File: config.mk
export PLATFORM = sky130hd
export DESIGN_NAME = fe_fetch_queue
export DESIGN_NICKNAME = d
export VERILOG_FILES = /design/src/rtl/fe_fetch_queue.sv
export SDC_FILE = /design/constraint.sdc
export NUM_CORES = 1
export LEC_CHECK = 0
export CORE_MARGIN = 1.5
export CORE_UTILIZATION = 40
export CTS_CLUSTER_DIAMETER = 80
export DETAILED_ROUTE_END_ITERATION = 7
export DONT_BUFFER_PORTS = 1
export GPL_ROUTABILITY_DRIVEN = 0
export SYNTH_ARGS = -nofsm -noshare
export SYNTH_HDL_FRONTEND = slang
export SYNTH_SLANG_ARGS = --single-unit
File: constraint.sdc
create_clock -name clk_i -period 2.2 [get_ports clk_i]
set_input_delay 0.44 -clock clk_i [delete_from_list [all_inputs] [get_ports clk_i]]
set_output_delay 0.44 -clock clk_i [all_outputs]
set_load 0.02 [all_outputs]
File: src/rtl/fe_fetch_queue.sv
// Front-end fetch stage: PC generation, instruction-ROM addressing and a
// QUEUE_DEPTH_P-entry fetch queue with a valid/ready interface to decode.
// Backend mispredict beats front-end redirect; either one flushes the queue.
// Optional return address stack is built when FE_RAS_EN is defined.
module fe_fetch_queue #(
  parameter int WORD_SIZE_P   = 16,
  parameter int ADDR_WIDTH_P  = 16,
  parameter int QUEUE_DEPTH_P = 4,
  parameter int RESET_PC_P    = 0,
  parameter int RAS_DEPTH_P   = 4
) (
  input  logic                             clk_i,
  input  logic                             reset_i,
  input  logic                             mis_predict_i,
  input  logic [WORD_SIZE_P-1:0]           mis_target_i,
  input  logic                             redirect_v_i,
  input  logic [WORD_SIZE_P-1:0]           redirect_target_i,
  output logic [ADDR_WIDTH_P-1:0]          imem_addr_o,
  input  logic [WORD_SIZE_P-1:0]           imem_data_i,
  input  logic                             ready_i,
  output logic                             valid_o,
  output logic [WORD_SIZE_P-1:0]           pc_o,
  output logic [WORD_SIZE_P-1:0]           instr_o,
  output logic [$clog2(QUEUE_DEPTH_P+1)-1:0] occupancy_o,
  input  logic                             call_v_i,
  input  logic [WORD_SIZE_P-1:0]           call_ret_pc_i,
  input  logic                             ret_v_i,
  output logic [WORD_SIZE_P-1:0]           ras_target_o,
  output logic                             ras_valid_o
);
  localparam int PTR_W = $clog2(QUEUE_DEPTH_P);
  localparam int CNT_W = $clog2(QUEUE_DEPTH_P+1);
  localparam logic [CNT_W-1:0] DEPTH_C = CNT_W'(QUEUE_DEPTH_P);

  logic [WORD_SIZE_P-1:0]   pc_q, pc_d;
  logic [PTR_W-1:0]         head_q, head_d, tail_q, tail_d;
  logic [CNT_W-1:0]         cnt_q, cnt_d;
  logic [2*WORD_SIZE_P-1:0] mem_q [QUEUE_DEPTH_P];
  logic                     flush, deq, enq;

  assign imem_addr_o      = pc_q[ADDR_WIDTH_P-1:0];
  assign {pc_o, instr_o}  = mem_q[head_q];
  assign occupancy_o      = cnt_q;

  // Next-state for PC and queue pointers: mispredict > redirect > enq/deq
  always_comb begin
    flush   = mis_predict_i | redirect_v_i;
    valid_o = (cnt_q != '0) & ~flush;
    deq     = valid_o & ready_i;
    enq     = 1'b0;
    pc_d    = pc_q;
    head_d  = head_q;
    tail_d  = tail_q;
    cnt_d   = cnt_q;
    if (mis_predict_i) begin
      pc_d   = mis_target_i;
      head_d = '0;
      tail_d = '0;
      cnt_d  = '0;
    end else if (redirect_v_i) begin
      pc_d   = redirect_target_i;
      head_d = '0;
      tail_d = '0;
      cnt_d  = '0;
    end else begin
      // A full queue may still accept when the head leaves this cycle
      enq = (cnt_q < DEPTH_C) | deq;
      if (enq) begin
        tail_d = tail_q + PTR_W'(1);
        pc_d   = pc_q + WORD_SIZE_P'(1);
      end
      if (deq) head_d = head_q + PTR_W'(1);
      cnt_d = cnt_q + CNT_W'(enq) - CNT_W'(deq);
    end
  end

  // PC and queue control state
  always_ff @(posedge clk_i or posedge reset_i) begin
    if (reset_i) begin
      pc_q   <= WORD_SIZE_P'(RESET_PC_P);
      head_q <= '0;
      tail_q <= '0;
      cnt_q  <= '0;
    end else begin
      pc_q   <= pc_d;
      head_q <= head_d;
      tail_q <= tail_d;
      cnt_q  <= cnt_d;
    end
  end

  // Queue payload; data entries need no reset since count gates validity
  always_ff @(posedge clk_i) begin
    if (enq) mem_q[tail_q] <= {pc_q, imem_data_i};
  end

`ifdef FE_RAS_EN
  localparam int RP_W = $clog2(RAS_DEPTH_P);
  localparam int RC_W = $clog2(RAS_DEPTH_P+1);
  localparam logic [RC_W-1:0] RAS_DEPTH_C = RC_W'(RAS_DEPTH_P);

  logic [WORD_SIZE_P-1:0] ras_mem_q [RAS_DEPTH_P];
  logic [RP_W-1:0]        ras_top_q, ras_top_d, ras_waddr;
  logic [RC_W-1:0]        ras_cnt_q, ras_cnt_d;
  logic                   ras_we;

  assign ras_valid_o  = (ras_cnt_q != '0);
  assign ras_target_o = ras_valid_o ? ras_mem_q[ras_top_q] : '0;

  // Circular stack: pushing when full overwrites the oldest slot
  always_comb begin
    ras_top_d = ras_top_q;
    ras_cnt_d = ras_cnt_q;
    ras_we    = 1'b0;
    ras_waddr = ras_top_q;
    if (mis_predict_i) begin
      ras_top_d = '0;
      ras_cnt_d = '0;
    end else if (call_v_i & ret_v_i) begin
      ras_we = 1'b1;
    end else if (call_v_i) begin
      ras_we    = 1'b1;
      ras_waddr = ras_top_q + RP_W'(1);
      ras_top_d = ras_waddr;
      if (ras_cnt_q != RAS_DEPTH_C) ras_cnt_d = ras_cnt_q + RC_W'(1);
    end else if (ret_v_i & ras_valid_o) begin
      ras_top_d = ras_top_q - RP_W'(1);
      ras_cnt_d = ras_cnt_q - RC_W'(1);
    end
  end

  // RAS pointer and count
  always_ff @(posedge clk_i or posedge reset_i) begin
    if (reset_i) begin
      ras_top_q <= '0;
      ras_cnt_q <= '0;
    end else begin
      ras_top_q <= ras_top_d;
      ras_cnt_q <= ras_cnt_d;
    end
  end

  // RAS storage
  always_ff @(posedge clk_i) begin
    if (ras_we) ras_mem_q[ras_waddr] <= call_ret_pc_i;
  end
`else
  logic unused_ras;
  assign unused_ras   = ^{call_v_i, ret_v_i, call_ret_pc_i};
  assign ras_target_o = '0;
  assign ras_valid_o  = 1'b0;
`endif

endmodule

== Yosys cells after proc, flatten, opt, wreduce, memory -nomap -nowiden ==
Memories as Yosys holds them, arrays and structs flattened.
Cells that the tools add are included.
Storage, ports and cells
  register bits after elaboration: 23
  memory bits (writable): 128
  input port bits: 71
  output and inout bits: 69
  logic and storage cells: 34
  memories kept: 1
Memories
  mem_q: words 4, bits a word 32, rd ports 1, clocked after memory_dff 0, wr ports 1, RTL line 38  | logic [2*WORD_SIZE_P-1:0] mem_q [QUEUE_DEPTH_P];
Cells by class
  add/subtract/negate cells: 5
  magnitude comparators: 1
  muxes and demuxes: 15
  bitwise gates (word level): 5
  reduce and logical (&&, ||, !) cells: 3
Operators by type and width (number)
  $mux 16: 3
  $add 16x1->16 const B: 1
  $mux 2: 6
  $reduce_bool 3->1: 3
  $mux 3: 2
  $add 2x1->2 const B: 2
  $mux 1: 4
  $add 3x1->3: 1
  $lt 3x3->1 const B: 1
  $sub 3x1->3: 1
  $and 1x1->1: 2
  $or 1x1->1: 2
  $not 1->1: 1

== Depth between registers and ports, before layout ==
  depth after elaboration: 9
  mapped depth: 9
  depth with buffers taken out: 8

== Worst setup path after synthesis ==
No wires, ideal clock.
  kind: input to register
  from: input mis_predict_i
  to: memory mem_q[0][0] (netlist name) (enable)
  setup time: 0.392 ns
  arrival: 2.033 ns
  data required time: 1.808 ns
  path slack: -0.225 ns
  stages on the path: 5
  path buffers: 2
  path through: buf_2 > or2_2 > clkbuf_1 > nor2_1 > and2_1
On the way
  longest elaborated chain between the ends: 9
RTL lines
  from (decl): RTL line 14  | input logic mis_predict_i,
  $or 1x1->1: RTL line 47  | flush = mis_predict_i | redirect_v_i;
  $not 1->1: RTL line 48  | valid_o = (cnt_q != '0) & ~flush;
  $and 1x1->1: RTL line 48
  $and 1x1->1: RTL line 49  | deq = valid_o & ready_i;
  $or 1x1->1: RTL line 67  | enq = (cnt_q < DEPTH_C) | deq;
  $mux 1: RTL line 60  | end else if (redirect_v_i) begin
  $mux 1 (*): RTL line 55  | if (mis_predict_i) begin
  $mux 1 (*): RTL line 94  | if (enq) mem_q[tail_q] <= {pc_q, imem_data_i};
  $mux 1 (not written as such) (*): RTL line 94
  to (decl): RTL line 38
Mark *: on every way between the ends. The rest lies on a longest branch, timed or not.

== Worst setup path after layout ==
  from: register head_q[0]
  to: output pc_o[1]
On the way
  longest elaborated chain between the ends: 1
RTL lines
  from (decl): RTL line 36  | logic [PTR_W-1:0] head_q, head_d, tail_q, tail_d;
  from (signal assigned): RTL line 81  | head_q <= '0;
  from (signal assigned): RTL line 86  | head_q <= head_d;
  $mem_v2 4x32
  to (decl): RTL line 22  | output logic [WORD_SIZE_P-1:0] pc_o,
No other way between the ends.

==> out/summary.log <==
[cts] insertion delay to the later sink of the worst-skew pair 410 ps
[yosys] dominant cell type by area after synthesis edfxtp_1
[cts] CTS tree built
[detailed_routing] length of the first detailed-routing pass in iterations 4
[die] die outline area 16730 um^2
[sta] RSZ-0062 raised after global routing no
[yosys] Yosys cell types 56
[sta] f_max 0.4745 GHz
[yosys] fraction of registers with async set or reset after synthesis 15.23%
[yosys] number of synthesized flops with an enable pin 128
[worst_setup_path] flop2flop setup slack 240 ps
[global_routing] global-route wire length before repair 19020 um
[worst_setup_path] Worst Setup End Kind output port
[yosys] post-synthesis sequential area ratio 69.23%
[sta] Setup Skew 4.849 ps
[cts] H-tree depth 4
[die] IO Count 140
[sta] worst hold slack -7.031 ps
[cts] Clock Tree Buf Depth 2
[detailed_routing] average wire length per cell after detail routing 19.72 um
[sta] portion of the clock cycle consumed by the worst path in the final layout 95.80%
[yosys] Yosys warnings 0
[placed_design] placed cells 586
[sta] total count of max-transition violations in the final report 0
[yosys] cell types with the highest counts after synthesis edfxtp_1 (128), mux4_2 (32), dfrtp_1 (23)
[sta] Hold Vio Cnt, Final 13
[detailed_routing] ANT nets after route 0
[layout] Syn-to-layout area delta 14.72%
[sta] Slew Limit Headroom 58.09%
[global_routing] antenna violations before repair 0
[die] initial core utilization 41.53%
[pwr] worst voltage drop across the vdd grid 524.4 uV
[layout] number of nets in the final layout 472
[outcome] violations in the final reports negative hold slack
[sta] Period minus WS final 2108 ps
[yosys] area share of the largest cell type after synthesis 60.21%
[layout] share of the core filled with cells 47.64%
[yosys] top area cells in the synthesized netlist edfxtp_1 (60%), mux4_2 (11%), dfrtp_1 (9.0%), buf_4 (2.0%), xnor2_1 (1.2%)
[detailed_routing] Remaining DRCs 0
[yosys] Avg Synthesized Cell Area 17.39 um^2
[detailed_routing] number of vias in the routed layout 3223
[layout] diodes inserted 0
[yosys] library cell with the highest instance count after synthesis edfxtp_1
[global_routing] maximum number of pins on one net before global-route repair 33
[global_routing] global routing usage summed across all routing layers 15.64%
[cts] Clock transition at path regs 60 ps
[die] Floorplan Core Area 15370 um^2
[worst_setup_path] Worst R2R Path Depth 8
[yosys] netlist area before placement 6384 um^2
[pwr] power density over cell area 900.7 nW/um^2
[pwr] Pleak 2.429 nW
[cts] cell chosen for the clock root clkbuf_16
[sta] summed negative setup slack over all endpoints 0 ps
[global_routing] number of global-route vias before repair 3369
[detailed_routing] final WL 12170 um
[cts] number of setup buffers added after CTS 0
[die] die boundary height 129.3 um
[layout] Layout Cells excl Fill 617
[sta] measured slew at the worst slew-check pin 627.9 ps
[detailed_routing] initial DRC count 146
[cts] CTS Buf Count 17
[worst_setup_path] R2R Path Start occupancy_o[2]$_DFF_PP0_
[die] total number of placement rows 45
[worst_setup_path] Worst Setup Start Kind flip-flop
[placed_design] Port Buffers 0
[global_routing] Remaining Overflow, GRT 0
[cts] Post-CTS Hold Buffers 0
[sta] final number of setup-violating endpoints 0
[detailed_routing] drt via density 5.224
[yosys] Post-Synthesis Cells 367
[hold_path] worst hold-check path type in2async
[worst_setup_path] category of the most critical setup path reg2out
[worst_setup_path] end of the worst register-to-register path occupancy_o[2]$_DFF_PP0_
[yosys] Yosys reg bits 151
[cts] number of clock sinks 151
[worst_setup_path] largest driver fanout on the critical path 25
[layout] fraction of layout instances using a drive strength above 1 24.63%
[flow_run] MaxCap Viol Count 0
[worst_setup_path] data required time of the worst path 1760 ps
[placed_design] DP Wirelength 7808 um
[die] horizontal extent of the die 129.3 um
[cts] total of cells resized after clock tree synthesis 0
[yosys] leading register cell type out of synthesis edfxtp_1
[worst_setup_path] signal arrival time at the worst endpoint 1670 ps
[outcome] result of the run finished with violations
-- area by class of cell --
cell class / count / area (um^2)
Fill cell: 1295 / 8048
Sequential cell: 151 / 4422
Multi-Input combinational cell: 189 / 1788
Clock buffer: 20 / 436.7
Timing Repair Buffer: 26 / 270.3
Tap cell: 211 / 264.0
Clock inverter: 11 / 108.9
Inverter: 9 / 33.78
-- sequential cells by signal (all words and copies together) (netlist names) --
| name | cells |
|---|---|
| imem_addr_o | 16 |
| occupancy_o | 3 |
| mem_q | 128 |
| head_q | 2 |
| tail_q | 2 |
-- through the flow --
| step | total power, mW | setup WS, ps | hold WS (ps) | area [um^2] |
|---|---|---|---|---|
| after floorplan | 3.834 | 107.9 | 441.9 | 6452 |
| after global placement | 3.968 | 321.9 | 433.5 | 6778 |
| after detailed placement | 3.988 | 252.2 | 450.0 | 6778 |
| after CTS | 6.689 | 43.65 | 0.8252 | 7323 |
| after global routing | 6.882 | 8.925 | 23.90 | 7323 |
| final | 6.596 | 92.36 | -7.031 | 7323 |
-- cells in the final DEF, fill, tap and decap left out, types with 4 or more instances in the layout --
| cell | Yosys | routed |
|---|---|---|
| edfxtp_1 | 128 | 128 |
| mux4_2 | 32 | 32 |
| dfrtp_1 | 23 | 21 |
| buf_4 | 17 | 20 |
| conb_1 | 1 | 18 |
| nor2_1 | 17 | 17 |
| clkbuf_16 | 0 | 17 |
| nand2_1 | 12 | 12 |
| inv_1 | 9 | 9 |
| xnor2_1 | 9 | 9 |
| a21oi_1 | 8 | 8 |
| o22ai_1 | 7 | 7 |
| mux2i_1 | 6 | 6 |
| ha_1 | 6 | 6 |
| buf_12 | 0 | 6 |
| o21ai_0 | 5 | 5 |
| a22oi_1 | 5 | 5 |
| nor3_1 | 5 | 5 |
| nand3_1 | 4 | 4 |
| o221ai_1 | 4 | 4 |
| and2_2 | 0 | 4 |
-- worst max path at each step --
stage,startpoint,endpoint,depth (start not counted)
final,head_q[0]$_DFFE_PP0P_,pc_o[1],2
after detailed placement,occupancy_o[2]$_DFF_PP0_,occupancy_o[2]$_DFF_PP0_,8
after CTS,head_q[0]$_DFFE_PP0P_,pc_o[1],2
after floorplan,mis_predict_i,mem_q[0][0]$_DFFE_PP_,5
after global placement,occupancy_o[2]$_DFF_PP0_,occupancy_o[2]$_DFF_PP0_,8
after global routing,head_q[0]$_DFFE_PP0P_,pc_o[8],2
-- critical path: stages (launching register included) --
cell and delay, ps:
dfrtp_2 380, buf_12 240, mux4_2 640
-- power by group --
group | leakage (nW) | internal (mW) | switching [mW]
Clock | 0.258 | 1.64 | 1.03
Sequential | 1.44 | 3.24 | 0.0778
Combinational | 0.730 | 0.220 | 0.386
Total | 2.43 | 5.10 | 1.50
-- metal layers --
layer,GRT usage [%],part of all wire (%)
met1,20.36,44
met2,24.84,48
met3,5.450,7.2
met4,4.759,0.85
met5,0,0
-- kinds of logic (layout without fill, tap and decap cells) --
| kind of cell | after synthesis | in the layout | synth area share [%] |
|---|---|---|---|
| DFF | 151 | 151 | 69.23 |
| other | 1 | 18 | 0.05874 |
| AOI/OAI and AO/OA | 46 | 46 | 4.940 |
| muxes | 38 | 38 | 12.23 |
| and+or+nand+nor | 68 | 68 | 6.468 |
| adders and majority gates | 7 | 7 | 1.490 |
| xor gates and xnor gates | 12 | 12 | 1.647 |
| buffers and inverters | 44 | 66 | 3.939 |
Note: power is estimated with default switching activity, not from simulation.
==> RTL change, RTL diff (same flow settings) <==
Build with the macro `FE_RAS_EN` defined.
--- a/src/rtl/fe_fetch_queue.sv
+++ b/src/rtl/fe_fetch_queue.sv
@@ -3,4 +3,6 @@
 // Backend mispredict beats front-end redirect; either one flushes the queue.
 // Optional return address stack is built when FE_RAS_EN is defined.
+`define FE_RAS_EN
+
 module fe_fetch_queue #(
   parameter int WORD_SIZE_P   = 16,
Formal check against the unedited RTL: not equivalent (Yosys sat finds a counterexample within 4 cycles, from zero or initial values and one cycle with reset_i high).
==> RTL change against the unedited design <==
Non-clock buffer count is 55 higher. Critical path depth is 1 higher. First-iteration DRC count up 100%. Sequential cell count up 69. Hold slack better by 0.027 ns. Total power up 44%. Synthesized cell count increased by 36%. Die area rose by 39%. Setup slack got worse by 0.22 ns. Combinational power increased by 91%. Wire length up 57%. Largest cell class unchanged. Cell area increased by 49%. Critical path type unchanged. The flow finishes with violations (setup timing). Sequential share of layout area fell by 0.90 points. Area after synthesis grew 40%.
==> RTL change: results (changes against the unedited design) <==
stage;metric;value;unit;change
pwr;peakVddDrop;0.593;mV;+13%
layout;seq_share;0.595;;-0.00899
pwr;swShare;0.239;;+0.0117
grt;grt_pass1_vias;4942;;+47%
critical_path;worstSetupEndpoint;ras_target_o[7];;
layout;num-nonclk-buffers;81;;+210%
layout;antenna_cells;0;;unchanged
outcome;violations;setup timing;;
worst_hold_path;min_path_type;input port to flip-flop;;
clock_tree;cts.sinks;220;;+46%
sta;slew_headroom;0.464;;-0.117
yosys;syn-num-nets;577;;
grt;grt.total_usage;0.162;;+0.00558
yosys;synth-seq-area-share;0.723;;+0.0305
yosys;synth.distinct_cells;48;;-14%
yosys;synth_area_leaders;edfxtp_1 (64%), mux4_2 (12%), dfrtp_1 (7.8%);;
critical_path;cpPeakStageDelay;0.51;ns;-0.13 ns
pwr;powerDensity;871;mW/mm^2;-3.3%
critical_path;reg2reg_depth;9;;+1
yosys;synth_compound_area_frac;0.0385;;-0.0109
critical_path;rrSetupSlack;0.23;ns;
layout;multiInputCombCellCount;242;;+28%
clock_tree;cts_buffer_depth;3;;+1
pwr;pg_seq;4.83;mW;+46%
placement;dp_hpwl;12100;um;+55%
layout;nets;657;;+39%
yosys;synth_xor_area_frac;0.0196;;+0.00312
critical_path;r2r-start;occupancy_o[0];;
layout;clockNetworkAreaShare;0.0622;;-0.0123
drt;initialDrtViolationCount;294;;+100%
layout;n_all_inverters;10;;+1
placement;post-place-ws;0.259;ns;+0.00676 ns
yosys;synth_edf_count;192;;+50%
critical_path;crit_fanout;6;;-76%
clock_tree;worstSkewPairLatency;0.52;ns;+0.11 ns
yosys;netlist_top_cells_count;edfxtp_1 (192), mux4_2 (48), nor2_1 (29), dfrtp_1 (28), nand2_1 (23);;
clock_tree;cts_buffers;23;;+6
critical_path;critPathLaunch;ras_top_q[0];;
layout;nClkBuffers;32;;+60%
grt;antenna_found_initial;1;;+1
yosys;synthArstFlopShare;0.127;;-0.0250
layout;drive_gt1_frac;0.266;;+0.0197
layout;multi_input_area;0.00239;sq mm;+34%
sta;fin_ws;-0.123;ns;-0.215 ns
drt;vias;4666;;+45%
drt;wl_per_cell;21.8;um;+11%
yosys;synth_mux_area_frac;0.126;;+0.00413
pwr;p_leak;3.66;nW;+51%
outcome;outcome;complete, but fails checks;;
sta;setup-violations-final;48;;+48
pwr;powerComb;1.16;mW;+91%
sta;finClkSkew;0.00768;ns;+0.00283 ns
clock_tree;htreeDepth;1;;-3
layout;bufAreaShareNonClock;0.0874;;+0.0505
layout;num-fill-cells;1851;;+43%
grt;grt_pass1_wl;28900;um;+52%
grt;grt_max_degree;27;;-18%
yosys;synthAdderAreaFrac;0.0129;;-0.00203
-- RTL change: changes by cell type in the layout (fill, tap and decap cells not counted), moves of 9 or more --
cell	unedited run	this run
nor2_1	17	29
mux4_2	32	48
nand2_1	12	23
dlygate4sd3_1	0	34
conb_1	18	1
and2_4	0	16
edfxtp_1	128	192
buf_12	6	15
-- RTL change: metrics by stage --
step	cell area, sq um	TNS (ns)	hold slack, ns	instances
4_1_cts	10800	-4.32	0.0000178	865
6_report	10900	-2.39	0.0203	874
3_3_place_gp	9630	0	0.508	789
3_5_place_dp	9630	0	0.512	789
2_1_floorplan	8960	0	0.505	498
5_1_grt	10900	-4.97	0.000532	874
-- RTL change: routing by layer --
layer	GRT usage	wire, um
met1	0.190	7480
met2	0.287	9890
met3	0.0435	1120
met4	0.0572	580
met5	0	15
-- RTL change: what timing repair did --
item,4_1_cts,5_1_grt
resized for setup,19,25
pin swaps,0,0
setup endpoints to repair,47,48
hold buffers,24,10
setup buffers,7,0
hold endpoints to repair,95,32
cloned,4,2
